File: config.mk
export PLATFORM = sky130hd
export DESIGN_NAME = four_sub_serial_flat
export DESIGN_NICKNAME = d
export VERILOG_FILES = /design/src/rtl/four_sub_serial_if.sv /design/src/rtl/four_sub_serial.sv /design/src/flat_wrapper.sv
export SDC_FILE = /design/constraint.sdc
export NUM_CORES = 1
export LEC_CHECK = 0
export BUFFER_PORTS_ARGS = -buffer_cell sky130_fd_sc_hd__buf_2
export CORE_MARGIN = 4
export CORE_UTILIZATION = 25
export CTS_BUF_LIST = sky130_fd_sc_hd__clkbuf_4 sky130_fd_sc_hd__clkbuf_8
export DETAILED_ROUTE_END_ITERATION = 16
export GPL_ROUTABILITY_DRIVEN = 1
export SETUP_SLACK_MARGIN = 0.15
export SYNTH_ARGS = -nofsm -noshare
export SYNTH_HDL_FRONTEND = slang
export SYNTH_SLANG_ARGS = --single-unit
File: constraint.sdc
create_clock -name clk -period 1.6 [get_ports clk]
set_input_delay 0.16 -clock clk [delete_from_list [all_inputs] [get_ports clk]]
set_output_delay 0.16 -clock clk [all_outputs]
set_load 0.01 [all_outputs]
File: src/rtl/four_sub_serial_if.sv
// four_sub_serial_if: start/busy/done handshake and operand/result bundle for the serial subtractor.
interface four_sub_serial_if #(parameter int WIDTH = 4);
    logic             start;
    logic [WIDTH-1:0] a;
    logic [WIDTH-1:0] b;
    logic             busy;
    logic             done;
    logic [WIDTH-1:0] diff;
    logic             overflow;
    logic             borrow;
    modport master (output start, a, b, input busy, done, diff, overflow, borrow);
    modport slave  (input start, a, b, output busy, done, diff, overflow, borrow);
endinterface

File: src/rtl/four_sub_serial.sv
// four_sub_serial: bit-serial two's-complement subtractor, diff = a - b, one full-adder slice per clock.
module four_sub_serial #(parameter int WIDTH = 4) (
    input logic clk,
    input logic rst_n,
    four_sub_serial_if.slave bus
);
    localparam int CW = $clog2(WIDTH);
    localparam logic [CW-1:0] LAST = CW'(WIDTH - 1);
    typedef enum logic [1:0] {IDLE, RUN, DONE} state_t;
    state_t state;
    logic [WIDTH-1:0] a_sr, nb_sr, res_sr, diff_r, res_next;
    logic [CW-1:0] count;
    logic carry, a_msb, b_msb, busy_r, done_r, ovf_r, brw_r, s, c_next;
    assign s = a_sr[0] ^ nb_sr[0] ^ carry;
    assign c_next = (a_sr[0] & nb_sr[0]) | (a_sr[0] & carry) | (nb_sr[0] & carry);
    assign res_next = {s, res_sr[WIDTH-1:1]};
    assign bus.busy = busy_r;
    assign bus.done = done_r;
    assign bus.diff = diff_r;
    assign bus.overflow = ovf_r;
    assign bus.borrow = brw_r;
    always_ff @(posedge clk or negedge rst_n) begin
        if (!rst_n) begin
            state  <= IDLE;
            a_sr   <= '0;
            nb_sr  <= '0;
            res_sr <= '0;
            count  <= '0;
            carry  <= 1'b0;
            a_msb  <= 1'b0;
            b_msb  <= 1'b0;
            busy_r <= 1'b0;
            done_r <= 1'b0;
            diff_r <= '0;
            ovf_r  <= 1'b0;
            brw_r  <= 1'b0;
        end else begin
            case (state)
                IDLE: if (bus.start) begin
                    a_sr   <= bus.a;
                    nb_sr  <= ~bus.b;
                    carry  <= 1'b1;
                    count  <= '0;
                    a_msb  <= bus.a[WIDTH-1];
                    b_msb  <= bus.b[WIDTH-1];
                    busy_r <= 1'b1;
                    state  <= RUN;
                end
                RUN: begin
                    a_sr   <= a_sr >> 1;
                    nb_sr  <= nb_sr >> 1;
                    res_sr <= res_next;
                    carry  <= c_next;
                    count  <= count + 1'b1;
                    if (count == LAST) begin
                        // res_next already holds the MSB computed on this edge
                        diff_r <= res_next;
                        brw_r  <= ~c_next;
                        ovf_r  <= (a_msb != b_msb) & (s != a_msb);
                        done_r <= 1'b1;
                        state  <= DONE;
                    end
                end
                default: begin
                    busy_r <= 1'b0;
                    done_r <= 1'b0;
                    state  <= IDLE;
                end
            endcase
        end
    end
endmodule

File: src/flat_wrapper.sv
// flat-port wrapper written by rule: the top's interface ports become plain ports
module four_sub_serial_flat 
#(parameter int WIDTH = 4)
  (clk, rst_n, bus_start, bus_a, bus_b, bus_busy, bus_done, bus_diff, bus_overflow, bus_borrow);
  four_sub_serial_if #(.WIDTH(WIDTH)) bus_i ();
  input logic clk;
  input logic rst_n;
  input wire logic [$bits(bus_i.start)-1:0] bus_start;
  input wire logic [$bits(bus_i.a)-1:0] bus_a;
  input wire logic [$bits(bus_i.b)-1:0] bus_b;
  output wire logic [$bits(bus_i.busy)-1:0] bus_busy;
  output wire logic [$bits(bus_i.done)-1:0] bus_done;
  output wire logic [$bits(bus_i.diff)-1:0] bus_diff;
  output wire logic [$bits(bus_i.overflow)-1:0] bus_overflow;
  output wire logic [$bits(bus_i.borrow)-1:0] bus_borrow;
  assign bus_i.start = bus_start;
  assign bus_i.a = bus_a;
  assign bus_i.b = bus_b;
  assign bus_busy = bus_i.busy;
  assign bus_done = bus_i.done;
  assign bus_diff = bus_i.diff;
  assign bus_overflow = bus_i.overflow;
  assign bus_borrow = bus_i.borrow;
  four_sub_serial #(.WIDTH(WIDTH)) u_core (.clk(clk), .rst_n(rst_n), .bus(bus_i));
endmodule
* Yosys cells after proc, flatten, opt, wreduce, memory -nomap -nowiden
Cells that the tools add are included.
** Storage, ports and cells
- Flip-flop bits (word level) :: 27
- Bits of input ports :: 11
- Output and inout bits :: 8
- Word-level logic and storage cells :: 54
** Operators by class
- Add/subtract/negate cells :: 1
- Equal/unequal tests :: 6
- Muxes and demuxes :: 14
- Bitwise gates (word level) :: 12
- Reductions and logical operators :: 8
** Operator list (number)
- one-hot mux 4 bit (2 select lines) :: 2
- AND reduction 2 bit :: 6
- two-way mux 4 bit :: 2
- one-hot mux 2 bit (2 select lines) :: 2
- two-way mux 2 bit :: 3
- one-hot mux 1 bit (2 select lines) :: 3
- AND 1 bit :: 4
- inverter 4 bit :: 1
- inverter 1 bit :: 3
- adder 2 x 1 -> 2 bit (second input constant) :: 1
- equality test 2 x 1 -> 1 bit (second input constant) :: 1
- equality test 2 bit (second input constant) :: 1
- logical NOT 2 bit :: 1
- two-way mux 1 bit :: 2
- != test 1 bit :: 2
- != test 2 x 1 -> 1 bit (second input constant) :: 1
- != test 2 bit (second input constant) :: 1
- OR 1 bit :: 2
- nonzero test 2 bit :: 1
- bitwise XOR 1 bit :: 2

* Logic depth before layout (Yosys ltp)
- Depth after elaboration :: 4
- Depth in mapped cells :: 5
- Depth with buffers taken out :: 5

* Worst setup path before layout
No wires, ideal clock.
- Path kind :: flip-flop to flip-flop
- From :: register u_core.nb_sr[0]
- To :: register u_core.ovf_r (netlist: u_core.bus.overflow)
- Setup time :: 0.083 ns
- Arrival time :: 1.249 ns
- Data required time :: 1.517 ns
- Path slack :: 0.268 ns
- Stages on the path, launching flop included :: 6
- Buffers on the path :: 0
- Clock period less this slack :: 1.332 ns
- Cells stage by stage :: dfrtp_1 -> inv_1 -> fa_1 -> nor3b_1 -> a21oi_1 -> o21ai_0
** Between the ends
- Word-level cells in the longest chain between the ends :: 4
** Ends and longest elaborated chain
- start: declaration :: RTL line four_sub_serial.sv:11 : logic [WIDTH-1:0] a_sr, nb_sr, res_sr, diff_r, res_next;
- start signal: assignment :: RTL line four_sub_serial.sv:41 : nb_sr <= ~bus.b;
- start signal: assignment :: RTL line four_sub_serial.sv:51 : nb_sr <= nb_sr >> 1;
- bitwise XOR 1 bit (2 in a row) :: RTL line four_sub_serial.sv:14 : assign s = a_sr[0] ^ nb_sr[0] ^ carry;
- != test 1 bit :: RTL line four_sub_serial.sv:59 : ovf_r <= (a_msb != b_msb) & (s != a_msb);
- AND 1 bit :: RTL line four_sub_serial.sv:59
- end signal: assignment :: RTL line four_sub_serial.sv:59
- end: declaration :: RTL line four_sub_serial.sv:13 : logic carry, a_msb, b_msb, busy_r, done_r, ovf_r, brw_r, s, c_next;
No other way between the ends.
A chain may end at the register's enable or synchronous reset.

* Worst setup path after layout
Same ends and word-level chain as after synthesis.

==> impl_metrics.py <==
metrics = {
    "die": {
        "dieWidth_microns": 75.9,
        "die_area_sq_um": 5770,
        "floorplan.io_pins": 19,
        "core_sq_um": 4410,
        "floorplan.die.height_microns": 75.9,
        "start_util_pct": 26.1,
        "num_rows": 24,
    },
    "cts": {
        "cts_buffers": 3,
        "clockBufferDepth": 2,
        "clock-sinks": 26,
        "clock_insertion_delay_worst_skew_ps": 270,
        "tritoncts": "built",
        "cts_htree_levels": 1,
        "ctsRootBufferMaster": "clkbuf_8",
        "cts.clk_slew.worst_paths_ps": 90,
    },
    "cells_and_area": {
        "area_delta_synth_final_pct": 22.1,
        "layout.cells.most_common_list": "dfrtp_1 (26), buf_2 (18), nand2_1 (13)",
        "most_frequent_standard_cell_in_the_layout_excluding_fill_and_tap_cells": "dfrtp_1",
        "fillCellCount": 445,
        "design.final.nets": 135,
        "share_of_layout_cells_above_drive_strength_1_pct": 33.1,
        "final-seq-area_sq_um": 651,
        "stdcell_area_sq_um": 1410,
        "antenna_cells": 0,
        "finish.utilization_pct": 31.9,
        "finish.cell_count_without_fillers": 173,
        "multiInputGateArea_sq_um": 477,
    },
    "synth": {
        "synth_fp_nets": 111,
        "synth_area_sq_um": 1150,
        "ys_types": 27,
        "synth.ff_latch_count": 26,
        "synth_area_leaders": "dfrtp_1 (56%), o21ai_0 (5.2%), a22oi_1 (5.2%)",
        "ys.warnings.count": 0,
        "post_synth.cell_area_avg_sq_um": 11.8,
        "post_synth_inst_count": 98,
        "post-synth-top-area-fraction_pct": 56.4,
        "synth_largest_area_cell": "dfrtp_1",
        "synth-seq-area-share_pct": 56.4,
    },
    "timing": {
        "max_slew_margin_pct": 61.4,
        "final_period_minus_worst_setup_slack_ps": 1380,
        "hold-worst-slack_ps": 142,
        "slew_at_the_pin_with_the_worst_max_slew_slack_ps": 579,
        "achievable-frequency_mhz": 724,
        "final.setup.tns_ps": 0,
        "finalHoldViolations": 0,
        "post-route-period-util_pct": 86.3,
        "max_transition_viols_final": 0,
        "finClkSkew_ps": 3.79,
        "final_report_setup_violation_count": 0,
        "unrepaired_setup_endpoints_after_global_routing": "true",
    },
    "setup_path": {
        "worst_r2r_path_depth": 5,
        "reg_to_reg_end": "u_core.bus.overflow$_DFFE_PN0P_",
        "max_fo_critical_path": 4,
        "setup.worst_path.start_class": "register",
        "arrival_ps": 1580,
        "critical_path_start_end_classification": "reg -> reg",
        "reg2reg_launch_point": "u_core.nb_sr[0]$_DFFE_PN0P_",
        "critical_path.startpoint": "u_core.nb_sr[0]$_DFFE_PN0P_",
        "reg2reg_slack_ps": 220,
        "worstPathRequired_ps": 1800,
        "critPathCaptureType": "register",
    },
    "detailed_routing": {
        "drt-wirelength-per-cell_microns": 13.2,
        "drtAntennaViolNets": 0,
        "detail_route.vias_per_cell": 4.54,
        "routed_wl_microns": 2290,
        "vias": 786,
        "drt_drc_violations_left": 0,
        "detailedRoute.firstPassIterationCount": 4,
        "initialDrtViolationCount": 58,
    },
    "pwr": {
        "power.static_leakage_nw": 0.676,
        "power_density_nw_per_um2": 1950,
        "worst_supply_voltage_drop_on_vdd_uv": 836,
        "power.net_switching_mw": 0.932,
        "power.internal_mw": 1.81,
        "combPwrFrac_pct": 38.1,
        "sequentialPowerShare_pct": 42.3,
        "power.share.switching_pct": 34.0,
        "power.share.clock_pct": 19.6,
    },
    "placed_design": {
        "number_of_buffers_added_on_ports": 18,
        "post_dp_cell_area_sq_um": 1310,
        "place_inst": 167,
        "gp_routability_congestion": 0.804,
        "detailed_place_hpwl_microns": 1690,
    },
    "global_route": {
        "globalRouteOverflowTotal": 0,
        "first_global_vias": 845,
        "first_pass_grt_wire_length_microns": 4070,
        "grt_antenna_before_repair": 0,
        "pin_count_of_the_biggest_net_entering_global_routing": 27,
        "grt_util_all_layers_pct": 8.36,
    },
    "worst_hold_path": {
        "hold_path.startpoint": "bus_b[3]",
        "holdCritPathClass": "in -> reg",
        "worstHoldPathCells": 2,
        "whs_endpoint": "u_core.b_msb$_DFFE_PN0P_",
    },
    "flow_run": {
        "drv_cap": 0,
    },
    "status": {
        "run_status": "complete, no violations",
    },
}
## worst max-delay path, cell delays in order (launching register included)
cell and delay [ps]:
dfrtp_1 410, inv_1 80, fa_2 460, nor3b_2 190, a21oi_1 50, o21ai_0 130
## repair_timing
item | CTS | global route
endpoints found under the hold margin | 26 | 0
hold buffers | 1 | 0
endpoints found under the setup margin | 0 | 4
buffers inserted | 0 | 1
gates resized for setup | 0 | 3
## power groups by stage
stage	registers [mW]	clock network [mW]	logic (mW)
floorplan	1.16	0	0.710
global placement	1.17	0	0.966
detailed placement	1.19	0	0.995
CTS	1.17	0.553	1.01
global route	1.20	0.582	1.19
finish	1.16	0.537	1.05
## synth_stat cells
cell type  count
dfrtp_1       26
nand2_1       13
o21ai_0       12
a22oi_1        8
inv_1          6
a2bb2oi_1      4
mux2_2         4
a21oi_1        2
mux2_4         2
nand2b_1       2
nor2_1         2
nor2b_1        2
a22o_1         1
a22o_2         1
and2b_2        1
buf_2          1
buf_4          1
clkbuf_1       1
fa_1           1
ha_1           1
nand2b_2       1
nand3b_4       1
nor2_4         1
nor2b_2        1
nor3b_1        1
o21bai_4       1
or2b_1         1
## sequential cells by signal (all words and copies together) (netlist names)
name and cells:
u_core.a_sr 4, u_core.bus.diff 4, u_core.bus.borrow 1, u_core.count 2
u_core.nb_sr 4, u_core.bus.done 1, u_core.bus.overflow 1, u_core.b_msb 1
u_core.a_msb 1, u_core.state 2, u_core.res_sr 3, u_core.bus.busy 1
u_core.carry 1
## routing by layer
layer / up-vias / GRT usage [%] / share of wire (%)
met5: - / 0 / 0
met4: 0 / 1.07 / 0.39
met3: 2 / 3.08 / 4.9
met2: 16 / 12.8 / 44
met1: 380 / 11.6 / 51
li1: 388 / - / -
## stage by stage
step,setup slack (ps),total power [mW]
after floorplan,268,1.87
after global placement,233,2.14
after detailed placement,173,2.18
after CTS,167,2.73
after global routing,131,2.98
final,219,2.75
## layout make-up
cell class	instances	share of cell area [%]
clock inverters	1	2.13
multi-input cells	63	33.8
flip-flops and latches	26	46.2
clock buffers	3	2.93
inverters	6	1.60
well taps	52	4.62
repair buffers	22	8.70
## cells by family after synthesis
kind of cell,after synthesis,synth area share (%)
multiplexers,6,6.51
flip-flops,26,56.4
buffers and inverters,9,3.36
AND/OR/NAND/NOR,26,13.3
adder cells (fa/ha/maj),2,2.82
AO/OA/AOI/OAI,29,17.6
## worst max path at each step
stage | endpoint | slack, ps | depth (start not counted)
global placement | u_core.bus.overflow$_DFFE_PN0P_ | 230 | 5
CTS | u_core.bus.overflow$_DFFE_PN0P_ | 170 | 5
detailed placement | u_core.bus.overflow$_DFFE_PN0P_ | 170 | 5
global route | u_core.bus.overflow$_DFFE_PN0P_ | 130 | 5
floorplan | u_core.bus.overflow$_DFFE_PN0P_ | 270 | 5
finish | u_core.bus.overflow$_DFFE_PN0P_ | 220 | 5
(Power assumes the default switching activity.)
